[src/rtl/preamble_pkg.sv]
// Shared types and sizing helpers for the preamble detect / burst gate path.
package preamble_pkg;

  typedef enum logic [1:0] {
    IDLE    = 2'd0,
    DELAY   = 2'd1,
    CAPTURE = 2'd2,
    HOLD    = 2'd3
  } gate_state_e;

  localparam int STAT_W = 16;

  // Counter width able to hold 0..max_val; never narrower than one bit.
  function automatic int cnt_width(input int max_val);
    return (max_val < 1) ? 1 : $clog2(max_val + 1);
  endfunction

endpackage

[src/rtl/preamble_burst_gate_axis_out_reg.sv]
// Single-entry AXI-stream output register (tdata/tlast) with occupancy-gated
// ready and synchronous clear.
module axis_out_reg #(
  parameter int WIDTH = 32
) (
  input  logic             clk,
  input  logic             rst_n,
  input  logic             clear_i,
  input  logic [WIDTH-1:0] s_tdata_i,
  input  logic             s_tlast_i,
  input  logic             s_tvalid_i,
  output logic             s_tready_o,
  output logic [WIDTH-1:0] m_tdata_o,
  output logic             m_tlast_o,
  output logic             m_tvalid_o,
  input  logic             m_tready_i
);

  logic [WIDTH-1:0] data_q;
  logic             last_q;
  logic             valid_q;

  assign s_tready_o = ~valid_q | m_tready_i;

  always_ff @(posedge clk or negedge rst_n) begin
    if (!rst_n) begin
      data_q  <= '0;
      last_q  <= 1'b0;
      valid_q <= 1'b0;
    end else if (clear_i) begin
      data_q  <= '0;
      last_q  <= 1'b0;
      valid_q <= 1'b0;
    end else if (s_tvalid_i && s_tready_o) begin
      data_q  <= s_tdata_i;
      last_q  <= s_tlast_i;
      valid_q <= 1'b1;
    end else if (m_tready_i) begin
      last_q  <= 1'b0;
      valid_q <= 1'b0;
    end
  end

  assign m_tdata_o  = data_q;
  assign m_tlast_o  = last_q;
  assign m_tvalid_o = valid_q;

endmodule

[src/rtl/preamble_burst_gate.sv]
// Gates the decimated IQ stream into one framed burst per preamble trigger.
//   state   | meaning
//   IDLE    | drop beats, wait for peak_stb
//   DELAY   | drop OFFSET accepted beats
//   CAPTURE | forward BURST_LEN beats (or up to in_tlast)
//   HOLD    | drop HOLDOFF accepted beats, triggers counted as missed
module preamble_burst_gate
  import preamble_pkg::*;
#(
  parameter int DATA_WIDTH = 16,
  parameter int MAX_OFFSET = 4095,
  parameter int OFFSET     = 4092,
  parameter int MAX_BURST  = 65535,
  parameter int BURST_LEN  = 1024,
  parameter int HOLDOFF    = 256
) (
  input  logic                    clk,
  input  logic                    reset,
  input  logic                    clear,
  input  logic [2*DATA_WIDTH-1:0] in_tdata,
  input  logic                    in_tvalid,
  input  logic                    in_tlast,
  output logic                    in_tready,
  input  logic                    peak_stb,
  output logic [2*DATA_WIDTH-1:0] out_tdata,
  output logic                    out_tvalid,
  output logic                    out_tlast,
  input  logic                    out_tready,
  output logic                    busy,
  output logic [STAT_W-1:0]       burst_count,
  output logic [STAT_W-1:0]       missed_count,
  output logic                    truncated
);

  localparam int OFF_W = cnt_width(MAX_OFFSET);
  localparam int BST_W = cnt_width(MAX_BURST);
  localparam logic [OFF_W-1:0] OFF_LAST = OFF_W'((OFFSET > 0) ? OFFSET - 1 : 0);
  localparam logic [BST_W-1:0] BST_LAST = BST_W'((BURST_LEN > 0) ? BURST_LEN - 1 : 0);
  localparam logic [OFF_W-1:0] HLD_LAST = OFF_W'((HOLDOFF > 0) ? HOLDOFF - 1 : 0);

  gate_state_e       state_q, state_d;
  logic [OFF_W-1:0]  off_cnt_q, off_cnt_d;
  logic [OFF_W-1:0]  hold_cnt_q, hold_cnt_d;
  logic [BST_W-1:0]  beat_cnt_q, beat_cnt_d;
  logic [STAT_W-1:0] burst_count_q, burst_count_d;
  logic [STAT_W-1:0] missed_count_q, missed_count_d;
  logic              truncated_q, truncated_d;
  logic              reg_ready;
  logic              accept;
  logic              cap_last;

  assign in_tready = (state_q == CAPTURE) ? reg_ready : 1'b1;
  assign accept    = in_tvalid & in_tready;
  assign cap_last  = (beat_cnt_q == BST_LAST) | in_tlast;

  always_comb begin
    state_d        = state_q;
    off_cnt_d      = off_cnt_q;
    hold_cnt_d     = hold_cnt_q;
    beat_cnt_d     = beat_cnt_q;
    burst_count_d  = burst_count_q;
    missed_count_d = missed_count_q;
    truncated_d    = truncated_q;
    case (state_q)
      IDLE: begin
        if (peak_stb) begin
          state_d    = (OFFSET == 0) ? CAPTURE : DELAY;
          off_cnt_d  = '0;
          beat_cnt_d = '0;
        end
      end
      DELAY: begin
        if (accept) begin
          if (off_cnt_q == OFF_LAST) begin
            state_d   = CAPTURE;
            off_cnt_d = '0;
          end else begin
            off_cnt_d = off_cnt_q + OFF_W'(1);
          end
        end
      end
      CAPTURE: begin
        if (accept) begin
          if (cap_last) begin
            state_d       = (HOLDOFF == 0) ? IDLE : HOLD;
            beat_cnt_d    = '0;
            hold_cnt_d    = '0;
            burst_count_d = burst_count_q + STAT_W'(1);
            // in_tlast landing exactly on the final beat is a complete burst
            if (beat_cnt_q != BST_LAST) truncated_d = 1'b1;
          end else begin
            beat_cnt_d = beat_cnt_q + BST_W'(1);
          end
        end
      end
      HOLD: begin
        if (accept) begin
          if (hold_cnt_q == HLD_LAST) begin
            state_d    = IDLE;
            hold_cnt_d = '0;
          end else begin
            hold_cnt_d = hold_cnt_q + OFF_W'(1);
          end
        end
      end
      default: state_d = IDLE;
    endcase
    if (peak_stb && (state_q != IDLE) && (missed_count_q != {STAT_W{1'b1}}))
      missed_count_d = missed_count_q + STAT_W'(1);
  end

  always_ff @(posedge clk or negedge reset) begin
    if (!reset) begin
      state_q        <= IDLE;
      off_cnt_q      <= '0;
      hold_cnt_q     <= '0;
      beat_cnt_q     <= '0;
      burst_count_q  <= '0;
      missed_count_q <= '0;
      truncated_q    <= 1'b0;
    end else if (clear) begin
      state_q        <= IDLE;
      off_cnt_q      <= '0;
      hold_cnt_q     <= '0;
      beat_cnt_q     <= '0;
      burst_count_q  <= '0;
      missed_count_q <= '0;
      truncated_q    <= 1'b0;
    end else begin
      state_q        <= state_d;
      off_cnt_q      <= off_cnt_d;
      hold_cnt_q     <= hold_cnt_d;
      beat_cnt_q     <= beat_cnt_d;
      burst_count_q  <= burst_count_d;
      missed_count_q <= missed_count_d;
      truncated_q    <= truncated_d;
    end
  end

  axis_out_reg #(
    .WIDTH(2 * DATA_WIDTH)
  ) u_out_reg (
    .clk       (clk),
    .rst_n     (reset),
    .clear_i   (clear),
    .s_tdata_i (in_tdata),
    .s_tlast_i (cap_last),
    .s_tvalid_i((state_q == CAPTURE) & in_tvalid),
    .s_tready_o(reg_ready),
    .m_tdata_o (out_tdata),
    .m_tlast_o (out_tlast),
    .m_tvalid_o(out_tvalid),
    .m_tready_i(out_tready)
  );

  assign busy         = (state_q != IDLE);
  assign burst_count  = burst_count_q;
  assign missed_count = missed_count_q;
  assign truncated    = truncated_q;

endmodule

[config.mk]
export PLATFORM = sky130hd
export DESIGN_NAME = preamble_burst_gate
export DESIGN_NICKNAME = d
export VERILOG_FILES = /design/src/rtl/preamble_pkg.sv /design/src/rtl/preamble_burst_gate_axis_out_reg.sv /design/src/rtl/preamble_burst_gate.sv
export SDC_FILE = /design/constraint.sdc
export NUM_CORES = 1
export LEC_CHECK = 0
export ABC_CLOCK_PERIOD_IN_PS = 5570
export CORE_AREA = 2 2 115 117
export CTS_BUF_LIST = sky130_fd_sc_hd__clkbuf_16
export CTS_CLUSTER_DIAMETER = 100
export DETAILED_ROUTE_END_ITERATION = 8
export DIE_AREA = 0 0 117 119
export PLACE_DENSITY_LB_ADDON = 0.12
export SLEW_MARGIN = 20
export SYNTH_ARGS = -nofsm -noshare
export SYNTH_HDL_FRONTEND = slang
export SYNTH_SLANG_ARGS = --single-unit
[constraint.sdc]
create_clock -name clk -period 5.57 [get_ports clk]
set_input_delay 1.671 -clock clk [delete_from_list [all_inputs] [get_ports clk]]
set_output_delay 1.671 -clock clk [all_outputs]
set_load 0.005 [all_outputs]
==> impl_metrics.tcl, run 1 <==
set metrics [dict create \
    fillers 1197 \
    finalSetupViolations 0 \
    maxSlewHeadroom_pct 45.9 \
    syn_avg_cell_area_um2 8.99 \
    worst_ep_arrival_time_ns 3.05 \
    post_cts_buffers 0 \
    core_mm2 0.0129 \
    hold_viol_final 0 \
    dp_cells 891 \
    met1_usage_pct 28.6 \
    wl_mm 14.2 \
    cts.clk_slew.worst_paths_ns 0.07 \
    cts-root-buf "clkbuf_16" \
    row_count 42 \
    crit_buf_inv 2 \
    gp_congestion 0.823 \
    finalInstanceArea_mm2 0.00716 \
    clock_latency_ns 0.35 \
    finalNonFillerCells 904 \
    area_growth_syn_to_layout_pct 27.3 \
    cts_buffers 9 \
    crit_path_max_incr_delay_ns 0.46 \
    ys.flop_type "dfrtp_1" \
    io_pins 108 \
    peakVddDrop_v 0.000155 \
    p_per_area_mw_per_mm2 267 \
    yosys_warnings 0 \
    clock-sinks 109 \
    die_x_um 117 \
    grt_pass1_wl_mm 23.4 \
    antenna_found_initial 0 \
    endpoint_kind "output pin" \
    critPathLaunchType "input pin" \
    die_area_mm2 0.0139 \
    synth_edf_count 0 \
    status "complete, no violations" \
    track_usage_pct 20.9 \
    async_reset_ff_share_pct 100 \
    num_antenna_cells 0 \
    yosysUniqueCellTypes 50 \
    synthCells 626 \
    grt_pass1_vias 4835 \
    worstPathCellList "clkdlybuf4s50_1 > nor2b_1 > nand2_1 > clkdlybuf4s50_1" \
    viasPerCell 5.59 \
    synthesis.nets 675 \
    setup_tns_ns 0 \
    drtIter0Drc 409 \
    yosysSeqAreaShare_pct 48.5 \
    dpl.hpwl_mm 9.74 \
    tightest_slew_ns 0.812 \
    grt_max_degree 78 \
    max_freq_mhz 212 \
    timing.final.max_slew_violations 0 \
    vias 5051 \
    critPathSlowestCell "clkdlybuf4s50_1" \
    postPlaceCellArea_mm2 0.00687 \
    cpMostUsedCell "clkdlybuf4s50_1" \
    busiest_layer "met2" \
    drive_above_1_share_pct 4.26 \
    met2_usage_pct 33.2 \
    crit_family "buffers and inverters" \
    finalCritPeriodShare_pct 84.7 \
    die_h_um 119 \
    wl_per_cell_um 15.7 \
    final_nets 775 \
    finClkSkew_ns 0.00699 \
    cts.repair.resized 0 \
    rsz0062_at_grt "false" \
    crit_required_ns 3.90 \
    p_leak_nw 2.87 \
    yosys_register_bits 109 \
    crit_fanout 4 \
    start_util_pct 43.7 \
    syn_area_mm2 0.00563 \
    ctsHoldBuffers 0 \
    drc_errors 0 \
    dr.pass1.iters 5 \
    tritoncts "done" \
    clk_path_buf_depth 2 \
    overflow 0 \
    port_buffers 107 \
    met3_usage_pct 4.89 \
    hold_class "reg -> reg" \
    drtAntennaViolNets 0 \
    final_cell_mix "109 x dfrtp_1, 105 x clkdlybuf4s50_1, 95 x nand2_1" \
    worstSetupPathType "in -> out" \
    period_needed_ns 4.72 \
    maxCapViolCount 0 \
    final_common_cell "dfrtp_1" \
    htreeDepth 3 \
]
## layout make-up
cell class                 count  area [um^2]  area share (%)
tap                          176          220            3.07
clock inverter                 4         67.6           0.943
clock buffer                   9          225            3.14
inverter                      18         67.6           0.943
timing repair buffer         115         1120            15.7
multi-input combinational    473         2730            38.1
sequential                   109         2730            38.1
## cells in the mapped netlist, types with 2 or more instances
library cell	number	area share (%)
a31oi_1	3	0.33
nor2_1	39	2.6
inv_1	18	1.2
a211oi_1	3	0.40
or4_1	5	0.67
xor2_1	16	2.5
o21ai_0	47	4.2
or2_2	2	0.22
nand3_1	32	2.8
or3_1	10	1.1
nor4_1	6	0.67
a21oi_1	54	4.8
mux2i_1	3	0.53
buf_1	3	0.20
nand2_1	95	6.3
buf_2	2	0.18
and3_1	13	1.4
o41ai_1	7	1.1
and4_1	6	0.93
nor3_1	23	2.0
o31ai_1	19	2.5
nand4b_1	3	0.47
nor4_4	2	0.76
nand3b_1	2	0.27
clkbuf_1	20	1.3
nor2b_1	5	0.56
nand2b_1	15	1.7
xnor2_1	4	0.62
and2_1	7	0.78
dfrtp_1	109	48
o22ai_1	4	0.44
nand4_1	20	2.2
a21o_1	2	0.27
ha_1	10	2.2
o21a_1	2	0.27
## worst register-to-register path: stages, from the launching register on
cell and delay [ns]:
dfrtp_1 0.41, ha_1 0.25, and3_1 0.23, a41o_1 0.37, buf_4 0.26, nor2_4 0.37, nand2b_1 0.39, o41ai_1 0.43
## report_power, final
group | internal, mW | leakage (nW) | switching (mW)
combinational | 0.168 | 1.20 | 0.231
sequential | 0.825 | 1.52 | 0.0296
clock | 0.384 | 0.146 | 0.275
## path summary, 6_finish.rpt
path / from / end / slack (ns) / depth (start not counted)
setup / recovery: out_tready / in_tready / 0.85 / 4
hold / removal: beat_cnt_q[9]$_DFFE_PN0P_ / beat_cnt_q[9]$_DFFE_PN0P_ / 0.51 / 1
setup reg to reg: beat_cnt_q[0]$_DFFE_PN0P_ / beat_cnt_q[5]$_DFFE_PN0P_ / 2.74 / 7
hold reg to reg: beat_cnt_q[9]$_DFFE_PN0P_ / beat_cnt_q[9]$_DFFE_PN0P_ / 0.51 / 1
max in group asynchronous: reset / beat_cnt_q[4]$_DFFE_PN0P_ / 3.49 / 2
min in group asynchronous: reset / state_q[0]$_DFFE_PN0P_ / 1.19 / 1
## cells by family after synthesis
| kind of cell | synth area share [%] |
|---|---|
| mux | 0.534 |
| flops | 48.5 |
| simple gates | 26.9 |
| xor+xnor | 3.11 |
| buf+inv | 3.11 |
| compound gates | 15.7 |
| fa+ha+maj | 2.22 |
## per-stage QoR
stage               power [mW]  setup WS [ns]  utilization [%]  hold WS (ns)
CTS                       1.93          0.845             55.6         0.509
global route              2.01          0.737             55.6         0.545
finish                    1.91          0.850             55.6         0.514
floorplan                 1.09           1.95                -         0.460
global placement          1.26          0.903             53.4         0.487
detailed placement        1.27          0.861             53.4         0.494
## flip-flops by register name (all words and copies together), names as in the netlist
signal,count
beat_cnt_q,16
burst_count,16
hold_cnt_q,12
missed_count,16
off_cnt_q,12
state_q,2
truncated,1
u_out_reg.m_tdata_o,32
u_out_reg.m_tlast_o,1
u_out_reg.m_tvalid_o,1
## routing by layer
metal  up-vias  part of all wire (%)
li1       2447                     -
met1      2474                    46
met2       121                    48
met3         9                   5.0
met4         0                  0.96
met5         -                     0
Power figures use the tool's default switching activity.
==> inputs of run 2 (changes only) <==
--- a/config.mk
+++ b/config.mk
@@ -5,7 +5,7 @@
 export SDC_FILE = /design/constraint.sdc
 export NUM_CORES = 1
 export LEC_CHECK = 0
-export ABC_CLOCK_PERIOD_IN_PS = 5570
+export ABC_CLOCK_PERIOD_IN_PS = 4100
 export CORE_AREA = 2 2 115 117
 export CTS_BUF_LIST = sky130_fd_sc_hd__clkbuf_16
 export CTS_CLUSTER_DIAMETER = 100
==> constraint.sdc (replaced) <==
create_clock -name clk -period 4.1 [get_ports clk]
set_input_delay 1.23 -clock clk [delete_from_list [all_inputs] [get_ports clk]]
set_output_delay 1.23 -clock clk [all_outputs]
set_load 0.005 [all_outputs]
==> run 2 against run 1 <==
Compared with the run above:
- clock skew down 0.0032 ns
- count of clock-buffer cells in the layout unchanged
- critical path depth unchanged
- global-route usage up 0.62 points
- sequential power up 36%
- first-iteration DRC count up 12%
- hold slack better by 0.0015 ns
- largest cell class unchanged
==> impl_metrics.tcl, run 2 (synthesis gave the netlist of run 1 again) <==
set metrics [dict create \
    cpMostUsedCell "clkdlybuf4s50_1" \
    crit_fanout 4 \
    critPathSlowestCell "clkdlybuf4s50_1" \
    vias 5012 \
    drtIter0Drc 459 \
    worstPathCellList "clkdlybuf4s50_1 > nor2b_1 > nand2_1 > clkdlybuf4s50_1" \
    crit_required_ns 2.87 \
    period_needed_ns 3.87 \
    port_buffers 107 \
    peakVddDrop_v 0.000217 \
    p_leak_nw 2.87 \
    worst_ep_arrival_time_ns 2.64 \
    grt_pass1_vias 4870 \
    io_pins 108 \
    ctsHoldBuffers 0 \
    finalNonFillerCells 907 \
    cts-root-buf "clkbuf_16" \
    finalCritPeriodShare_pct 94.3 \
    hold_viol_final 0 \
    busiest_layer "met2" \
    final_nets 775 \
    start_util_pct 43.7 \
    cts.repair.resized 0 \
    gp_congestion 0.814 \
    overflow 0 \
    tightest_slew_ns 0.727 \
    timing.final.max_slew_violations 0 \
    area_growth_syn_to_layout_pct 27.7 \
    finClkSkew_ns 0.00384 \
    wl_mm 14.1 \
    status "complete, no violations" \
    clock_latency_ns 0.36 \
    cts_buffers 9 \
    drtAntennaViolNets 0 \
    final_cell_mix "109 x dfrtp_1, 105 x clkdlybuf4s50_1, 95 x nand2_1" \
    cts.clk_slew.worst_paths_ns 0.07 \
    htreeDepth 3 \
    grt_max_degree 57 \
    antenna_found_initial 0 \
    met2_usage_pct 33.5 \
    fillers 1228 \
    endpoint_kind "output pin" \
    r2r_cells 6 \
    drc_errors 0 \
    dr.pass1.iters 5 \
    critPathLaunchType "input pin" \
    clk_path_buf_depth 2 \
    largest_reg_flops 32 \
    setup_tns_ns 0 \
    track_usage_pct 21.5 \
    maxSlewHeadroom_pct 51.5 \
    clock-sinks 109 \
    p_per_area_mw_per_mm2 361 \
    worstSetupPathType "in -> out" \
    hold_class "reg -> reg" \
    core_mm2 0.0129 \
    dp_cells 891 \
    drive_above_1_share_pct 4.92 \
    grt_pass1_wl_mm 24.1 \
    max_freq_mhz 259 \
    row_count 42 \
    die_x_um 117 \
    maxCapViolCount 0 \
    wl_per_cell_um 15.5 \
    hold_depth 1 \
    rsz0062_at_grt "false" \
    met1_usage_pct 30.2 \
    die_h_um 119 \
    viasPerCell 5.53 \
    finalSetupViolations 0 \
    met3_usage_pct 5.14 \
    num_antenna_cells 0 \
    final_common_cell "dfrtp_1" \
    dpl.hpwl_mm 9.63 \
    crit_path_max_incr_delay_ns 0.46 \
    die_area_mm2 0.0139 \
    tritoncts "done" \
    post_cts_buffers 0 \
]
## run 2: changes by cell type in the layout (fill, tap and decap cells not counted), sizes merged
cell | before | now
bufinv | 2 | 1
clkinv | 1 | 5
## run 2: metrics by stage
stage | hold slack (ns) | setup slack, ns | area (um^2) | power [mW] | util (%)
2_1_floorplan | 0.460 | 1.37 | 5630 | 1.48 | -
3_3_place_gp | 0.490 | 0.310 | 6880 | 1.71 | 53.5
3_5_place_dp | 0.501 | 0.256 | 6880 | 1.72 | 53.5
4_1_cts | 0.514 | 0.238 | 7180 | 2.62 | 55.8
5_1_grt | 0.530 | 0.175 | 7180 | 2.73 | 55.8
6_report | 0.515 | 0.235 | 7180 | 2.59 | 55.8
## run 2: path summary, 6_finish.rpt
check,startpoint,to,slack [ns]
worst max-delay path,out_tready,in_tready,0.23
worst min-delay path,beat_cnt_q[9]$_DFFE_PN0P_,beat_cnt_q[9]$_DFFE_PN0P_,0.52
worst max register to register,state_q[0]$_DFFE_PN0P_,beat_cnt_q[5]$_DFFE_PN0P_,1.40
worst min register to register,beat_cnt_q[9]$_DFFE_PN0P_,beat_cnt_q[9]$_DFFE_PN0P_,0.52
max in group asynchronous,reset,missed_count[1]$_DFFE_PN0P_,2.40
min in group asynchronous,reset,off_cnt_q[9]$_DFFE_PN0P_,0.90
## run 2: report_power, final
group          leakage, nW  internal, mW  switching, mW
clock                0.150         0.477          0.416
sequential            1.52          1.12         0.0395
combinational         1.21         0.228          0.311
## run 2: routing by layer
layer	up-vias	wire (um)
met2	110	6720
met4	0	170
li1	2448	-
met5	-	0
met3	13	690
met1	2441	6480
## run 2: critical path, delay by kind of cell
family / cells / cell delay [ns]
simple gates: 2 / 0.49
buf+inv: 2 / 0.92
## run 2: final cells by class
type                    instances  area, um^2  area share, %
well taps                     176         220           3.07
clock buffers                   9         225           3.13
inverters                      18        67.6          0.940
multi-input cells             473        2730           38.0
repair buffers                115        1140           15.8
clock inverters                 7        75.1           1.04
flip-flops and latches        109        2730           38.0
